## config.mk

```make
export PLATFORM = sky130hd
export DESIGN_NAME = irda_sip_gen_param
export DESIGN_NICKNAME = d
export VERILOG_FILES = /design/src/rtl/irda_sip_gen_param_pkg.sv /design/src/rtl/irda_sip_gen_param_period_timer.sv /design/src/rtl/irda_sip_gen_param.sv
export SDC_FILE = /design/constraint.sdc
export NUM_CORES = 1
export LEC_CHECK = 0
export ABC_AREA = 1
export BUFFER_PORTS_ARGS = -buffer_cell sky130_fd_sc_hd__buf_4
export CAP_MARGIN = 5
export CORE_ASPECT_RATIO = 1.2
export CORE_UTILIZATION = 40
export DETAILED_ROUTE_END_ITERATION = 12
export SLEW_MARGIN = 20
export SYNTH_ARGS = -nofsm -noshare
export SYNTH_HDL_FRONTEND = slang
export SYNTH_HIERARCHICAL = 1
export SYNTH_SLANG_ARGS = --single-unit
```

## constraint.sdc

```tcl
create_clock -name clk -period 2 [get_ports clk]
set_input_delay 0.2 -clock clk [delete_from_list [all_inputs] [get_ports clk]]
set_output_delay 0.2 -clock clk [all_outputs]
set_load 0.03 [all_outputs]
```

## src/rtl/irda_sip_gen_param_pkg.sv

```systemverilog
// Shared types and default phase lengths for the parametrised SIP generator.
package irda_sip_gen_param_pkg;

    typedef enum logic [1:0] {
        SipIdle = 2'd0,
        SipHigh = 2'd1,
        SipLow  = 2'd2,
        SipEnd  = 2'd3
    } sip_state_e;

    localparam int unsigned DefHighCyc = 64;
    localparam int unsigned DefLowCyc  = 284;
    localparam int unsigned DefEndCyc  = 71;

endpackage

```

## src/rtl/irda_sip_gen_param_period_timer.sv

```systemverilog
// Auto-SIP period counter: counts qualified idle cycles and emits a one-cycle
// tick when the count reaches period_i-1. A zero period never ticks.
module irda_sip_gen_param_period_timer #(
    parameter int unsigned PERIOD_W = 24
) (
    input  logic                clk,
    input  logic                wb_rst_i,
    input  logic                run_i,
    input  logic [PERIOD_W-1:0] period_i,
    output logic                tick_o
);

    logic [PERIOD_W-1:0] cnt_q, cnt_d;
    logic                qual;

    always_comb begin
        qual   = run_i & (period_i != '0);
        tick_o = qual & (cnt_q == (period_i - PERIOD_W'(1)));
        // A tick starts a SIP, so the count restarts from zero either way.
        cnt_d  = (qual & ~tick_o) ? (cnt_q + PERIOD_W'(1)) : '0;
    end

    always_ff @(posedge clk or posedge wb_rst_i) begin
        if (wb_rst_i) begin
            cnt_q <= '0;
        end else begin
            cnt_q <= cnt_d;
        end
    end

endmodule

```

## src/rtl/irda_sip_gen_param.sv

```systemverilog
// Parametrised SIP generator with one-deep request queue, abort and auto-SIP.
// Optional build macro IRDA_SIP_STATS_EN adds sip_cnt_o and drop_o.
module irda_sip_gen_param
    import irda_sip_gen_param_pkg::*;
#(
    parameter int unsigned CNT_W    = 10,
    parameter int unsigned HIGH_CYC = DefHighCyc,
    parameter int unsigned LOW_CYC  = DefLowCyc,
    parameter int unsigned END_CYC  = DefEndCyc,
    parameter int unsigned PERIOD_W = 24
) (
    input  logic                clk,
    input  logic                wb_rst_i,
    input  logic                fast_enable,
    input  logic                sip_req_i,
    input  logic                abort_i,
    input  logic                auto_en_i,
    input  logic [PERIOD_W-1:0] period_i,
    output logic                sip_gen_o,
    output logic                sip_end_o,
    output logic                busy_o,
    output logic                pend_o
`ifdef IRDA_SIP_STATS_EN
    ,
    output logic [15:0]         sip_cnt_o,
    output logic                drop_o
`endif
);

    localparam logic [CNT_W-1:0] HighLoad = CNT_W'(HIGH_CYC - 1);
    localparam logic [CNT_W-1:0] LowLoad  = CNT_W'(LOW_CYC - 1);
    localparam logic [CNT_W-1:0] EndLoad  = CNT_W'(END_CYC - 1);

    sip_state_e       state_q, state_d;
    logic [CNT_W-1:0] cnt_q, cnt_d;
    logic             prev_q;
    logic             pend_q, pend_d;
    logic             sip_gen_q, sip_gen_d;
    logic             sip_end_q, sip_end_d;
    logic             busy_q, busy_d;

    logic             rise, req, kill, cnt_zero, auto_tick, timer_run;
    logic [CNT_W-1:0] cnt_dec;

    assign timer_run = fast_enable & auto_en_i & (state_q == SipIdle) & ~pend_q;

    irda_sip_gen_param_period_timer #(
        .PERIOD_W (PERIOD_W)
    ) u_period_timer (
        .clk      (clk),
        .wb_rst_i (wb_rst_i),
        .run_i    (timer_run),
        .period_i (period_i),
        .tick_o   (auto_tick)
    );

    always_comb begin
        rise     = sip_req_i & ~prev_q;
        req      = rise | auto_tick;
        kill     = abort_i | ~fast_enable;
        cnt_zero = (cnt_q == '0);
        cnt_dec  = cnt_q - CNT_W'(1);

        state_d = state_q;
        cnt_d   = cnt_q;
        pend_d  = pend_q;

        if (kill) begin
            state_d = SipIdle;
            cnt_d   = '0;
            pend_d  = 1'b0;
        end else begin
            unique case (state_q)
                SipIdle: begin
                    if (req) begin
                        state_d = SipHigh;
                        cnt_d   = HighLoad;
                    end
                end
                SipHigh: begin
                    if (cnt_zero) begin
                        state_d = SipLow;
                        cnt_d   = LowLoad;
                    end else begin
                        cnt_d = cnt_dec;
                    end
                end
                SipLow: begin
                    if (cnt_zero) begin
                        state_d = SipEnd;
                        cnt_d   = EndLoad;
                    end else begin
                        cnt_d = cnt_dec;
                    end
                end
                SipEnd: begin
                    if (cnt_zero) begin
                        // A request landing on the last END cycle still yields
                        // exactly one follow-on SIP, merged with any pending one.
                        if (pend_q | req) begin
                            state_d = SipHigh;
                            cnt_d   = HighLoad;
                            pend_d  = 1'b0;
                        end else begin
                            state_d = SipIdle;
                        end
                    end else begin
                        cnt_d = cnt_dec;
                    end
                end
                default: begin
                    state_d = SipIdle;
                    cnt_d   = '0;
                end
            endcase

            if (req && (state_q != SipIdle) && !((state_q == SipEnd) && cnt_zero)) begin
                pend_d = 1'b1;
            end
        end

        sip_gen_d = (state_d == SipHigh);
        sip_end_d = (state_d == SipEnd);
        busy_d    = (state_d != SipIdle);
    end

    always_ff @(posedge clk or posedge wb_rst_i) begin
        if (wb_rst_i) begin
            state_q   <= SipIdle;
            cnt_q     <= '0;
            prev_q    <= 1'b0;
            pend_q    <= 1'b0;
            sip_gen_q <= 1'b0;
            sip_end_q <= 1'b0;
            busy_q    <= 1'b0;
        end else begin
            state_q   <= state_d;
            cnt_q     <= cnt_d;
            prev_q    <= sip_req_i;
            pend_q    <= pend_d;
            sip_gen_q <= sip_gen_d;
            sip_end_q <= sip_end_d;
            busy_q    <= busy_d;
        end
    end

    assign sip_gen_o = sip_gen_q;
    assign sip_end_o = sip_end_q;
    assign busy_o    = busy_q;
    assign pend_o    = pend_q;

`ifdef IRDA_SIP_STATS_EN
    logic [15:0] sip_cnt_q, sip_cnt_d;
    logic        drop_q, drop_d;

    always_comb begin
        sip_cnt_d = sip_cnt_q;
        if (!kill && (state_q == SipEnd) && cnt_zero) begin
            sip_cnt_d = sip_cnt_q + 16'd1;
        end
        drop_d = ~kill & req & pend_q & (state_q != SipIdle);
    end

    always_ff @(posedge clk or posedge wb_rst_i) begin
        if (wb_rst_i) begin
            sip_cnt_q <= '0;
            drop_q    <= 1'b0;
        end else begin
            sip_cnt_q <= sip_cnt_d;
            drop_q    <= drop_d;
        end
    end

    assign sip_cnt_o = sip_cnt_q;
    assign drop_o    = drop_q;
`endif

endmodule

```

==> run_results.csv <==
group,metric,value,unit
worst_setup_path,timing.rr.start,"u_period_timer/cnt_q[3]",
floorplanning,die-area,8740,um^2
global_routing,grt_max_degree,25,
placement,dpl.hpwl,6970,um
sta,slew_violations,0,
drt,ant_nets,0,
worst_setup_path,crit_type,"reg2reg",
cts,cts_root_buf,"clkbuf_8",
yosys,syn_nets,533,
min_path,worstHoldStart,"sip_req_i",
yosys,synth_top_flop_cell,"dfrtp_1",
floorplanning,initial_utilization,0.413,
yosys,syn_inst,499,
power,pwr_density_cell,457,nW/um^2
cts,insertion_delay,0.30,ns
sta,finalWorstSetupSlack,-0.166,ns
final_layout,area_growth,39.2,%
floorplanning,die-width,85.5,um
yosys,synth_top_area_share,0.307,
global_routing,antenna_found_initial,0,
yosys,synth_top_cell_by_area,"dfrtp_1",
sta,min_period,2.17,ns
final_layout,stdcell_count,722,
outcome,status,"complete, but fails checks",
flow_run,maxCapViolCount,0,
yosys,yosys-top-cells-area,"dfrtp_1 31%, nand2_1 15%, nor2_1 7.9%",
drt,viasPerCell,4.82,
power,power.leakage,2.37,nW
floorplanning,ios,34,
drt,first_iter_violations,105,
sta,rsz0062_at_grt,"yes",
global_routing,grt_overflow,0,
yosys,synth_common_cells,"138 x nand2_1, 70 x nor2_1, 67 x inv_1",
placement,placed_cell_area,4330,um^2
sta,whs,0.0468,ns
cts,cts_num_sinks,41,
sta,fin_skew,0.0148,ns
final_layout,drive_above_1_share,0.333,
drt,num_vias,3480,
final_layout,diodes,0,
drt,routedWlPerCell,12.2,um
power,p_total,2.13,mW
yosys,synth-edff-count,0,
yosys,synth_area,3350,um^2
yosys,synth.most_common_cell,"nand2_1",
drt,dr.pass1.iters,4,
yosys,synth_seq_cells,41,
worst_setup_path,cp_max_fo,8,
yosys,yosysUniqueCellTypes,31,
worst_setup_path,critPathRequiredTime,2.18,ns
worst_setup_path,cp.arrival,2.35,ns
worst_setup_path,critPathLaunchType,"flop",
global_routing,track_usage,0.209,
floorplanning,die_h,102,um
sta,fmax,0.462,GHz
cts,cts_tree,"done",
cts,htree_levels,2,
final_layout,final_nets,660,
min_path,hp-class,"in2reg",
sta,slew-limit-headroom,0.544,
yosys,syn_avg_cell_area,6.71,um^2
sta,hold_viol,0,
power,peakVddDrop,0.417,mV
placement,dp.cells,705,
sta,setup_viol,15,
sta,worst_pin_slew,0.683,ns
worst_setup_path,endpoint_kind,"flop",
drt,wirelength,8820,um
yosys,synthArstFlopShare,1.00,
cts,numCtsBuffers,5,
final_layout,stdcell_area,4660,um^2
cts,clockBufferDepth,2,
drt,drc_errors,0,
outcome,violations,"negative setup slack",
worst_setup_path,worstSetupStartpoint,"u_period_timer/cnt_q[3]",
final_layout,finish.utilization,0.575,
global_routing,grt_pass1_wl,14400,um
placement,gp_congestion,0.936,
floorplanning,coreArea,8110,um^2
yosys,ys_seq_area_frac,0.307,
yosys,yosysWarnings,6,
placement,portBuffers,33,
floorplanning,rows,36,
sta,finalCritPeriodShare,1.08,
cts,clk_pin_slew,0.08,ns
global_routing,grt_pass1_vias,3356,
[power breakdown]
part           leakage (nW)  internal [mW]  switching, mW
Combinational          1.73          0.210          0.267
Sequential            0.566          0.843         0.0146
Clock                0.0681          0.496          0.300
[path summary, 6_finish.rpt]
path                                       endpoint  slack [ns]  cells after the start
max                                        cnt_q[3]       -0.17                     20
min                                          prev_q        0.05                      1
max reg2reg                                cnt_q[3]       -0.17                     20
min reg2reg                                cnt_q[7]        0.52                      2
max in group asynchronous                 sip_gen_o        0.96                      3
min in group asynchronous  u_period_timer/cnt_q[21]        0.52                      4
[flip-flops by register name (all words and copies together) (netlist names)]
signal / count
busy_o: 1
cnt_q: 10
pend_o: 1
prev_q: 1
sip_end_o: 1
sip_gen_o: 1
state_q: 2
u_period_timer/cnt_q: 24
[final cells by class]
type | count | area, um^2
fill | 773 | 3450
multi-input combinational | 387 | 2170
sequential | 41 | 1030
timing repair buffer | 122 | 947
inverter | 69 | 263
tap | 95 | 119
clock buffer | 5 | 68.8
clock inverter | 3 | 65.1
[kinds of logic (layout without fill, tap and decap cells)]
group                    count (synthesis)  in the layout  synth area share
buffers and inverters                   71            199            0.0867
flip-flops                              41             41             0.307
XOR/XNOR                                41             41             0.107
adder cells (fa/ha/maj)                  4              4            0.0150
AND/OR/NAND/NOR                        320            320             0.450
AO/OA/AOI/OAI                           22             22            0.0344
[placed cells by master (no fill, tap or decap), drive strengths merged, types with 2 or more instances in the layout]
| cell type | instances |
|---|---|
| nand3 | 41 |
| bufinv | 2 |
| ha | 4 |
| dfrtp | 41 |
| xnor2 | 14 |
| o21ai | 14 |
| clkbuf | 5 |
| nand2 | 150 |
| nor3 | 10 |
| inv | 68 |
| a21oi | 6 |
| nor4 | 2 |
| nor2 | 95 |
| nand4 | 13 |
| buf | 121 |
| or2 | 2 |
| xor2 | 27 |
| nand3b | 5 |
[repair_timing]
action | in CTS | in global routing
cloned | 0 | 0
gates resized for setup | 8 | 32
setup buffers | 2 | 8
setup endpoints to repair | 15 | 25
endpoints found under the hold margin | 24 | 0
hold buffers | 1 | 0
pin swaps | 7 | 19
[through the flow]
stage | setup slack (ns) | setup TNS [ns]
after floorplan | -0.0185 | -0.0590
after global placement | -0.497 | -9.73
after detailed placement | -0.543 | -10.11
after CTS | -0.191 | -2.06
after global routing | -0.436 | -6.09
final | -0.166 | -1.92
[critical path, stage by stage, from the launching register on]
cell,delay [ns]
dfrtp_1,0.42
inv_2,0.09
nand2_2,0.05
nand2_1,0.05
nand2_1,0.05
nand2_1,0.07
nand2_1,0.06
nor2_2,0.10
nand2_1,0.06
nor2_1,0.09
nand2_1,0.08
nor2_2,0.10
nand3_2,0.15
nor2_4,0.13
inv_2,0.04
nand3_2,0.08
nor2_1,0.05
nand4_2,0.13
nand2_4,0.13
nand2_1,0.08
o21ai_1,0.05
[layer usage]
metal	GRT usage	wire length (um)	up-vias
met1	0.236	3730	1583
met3	0.0218	266	18
met5	0	0	-
li1	-	-	1804
met4	0.0795	214	0
met2	0.402	4610	75
Power figures use the tool's default switching activity.
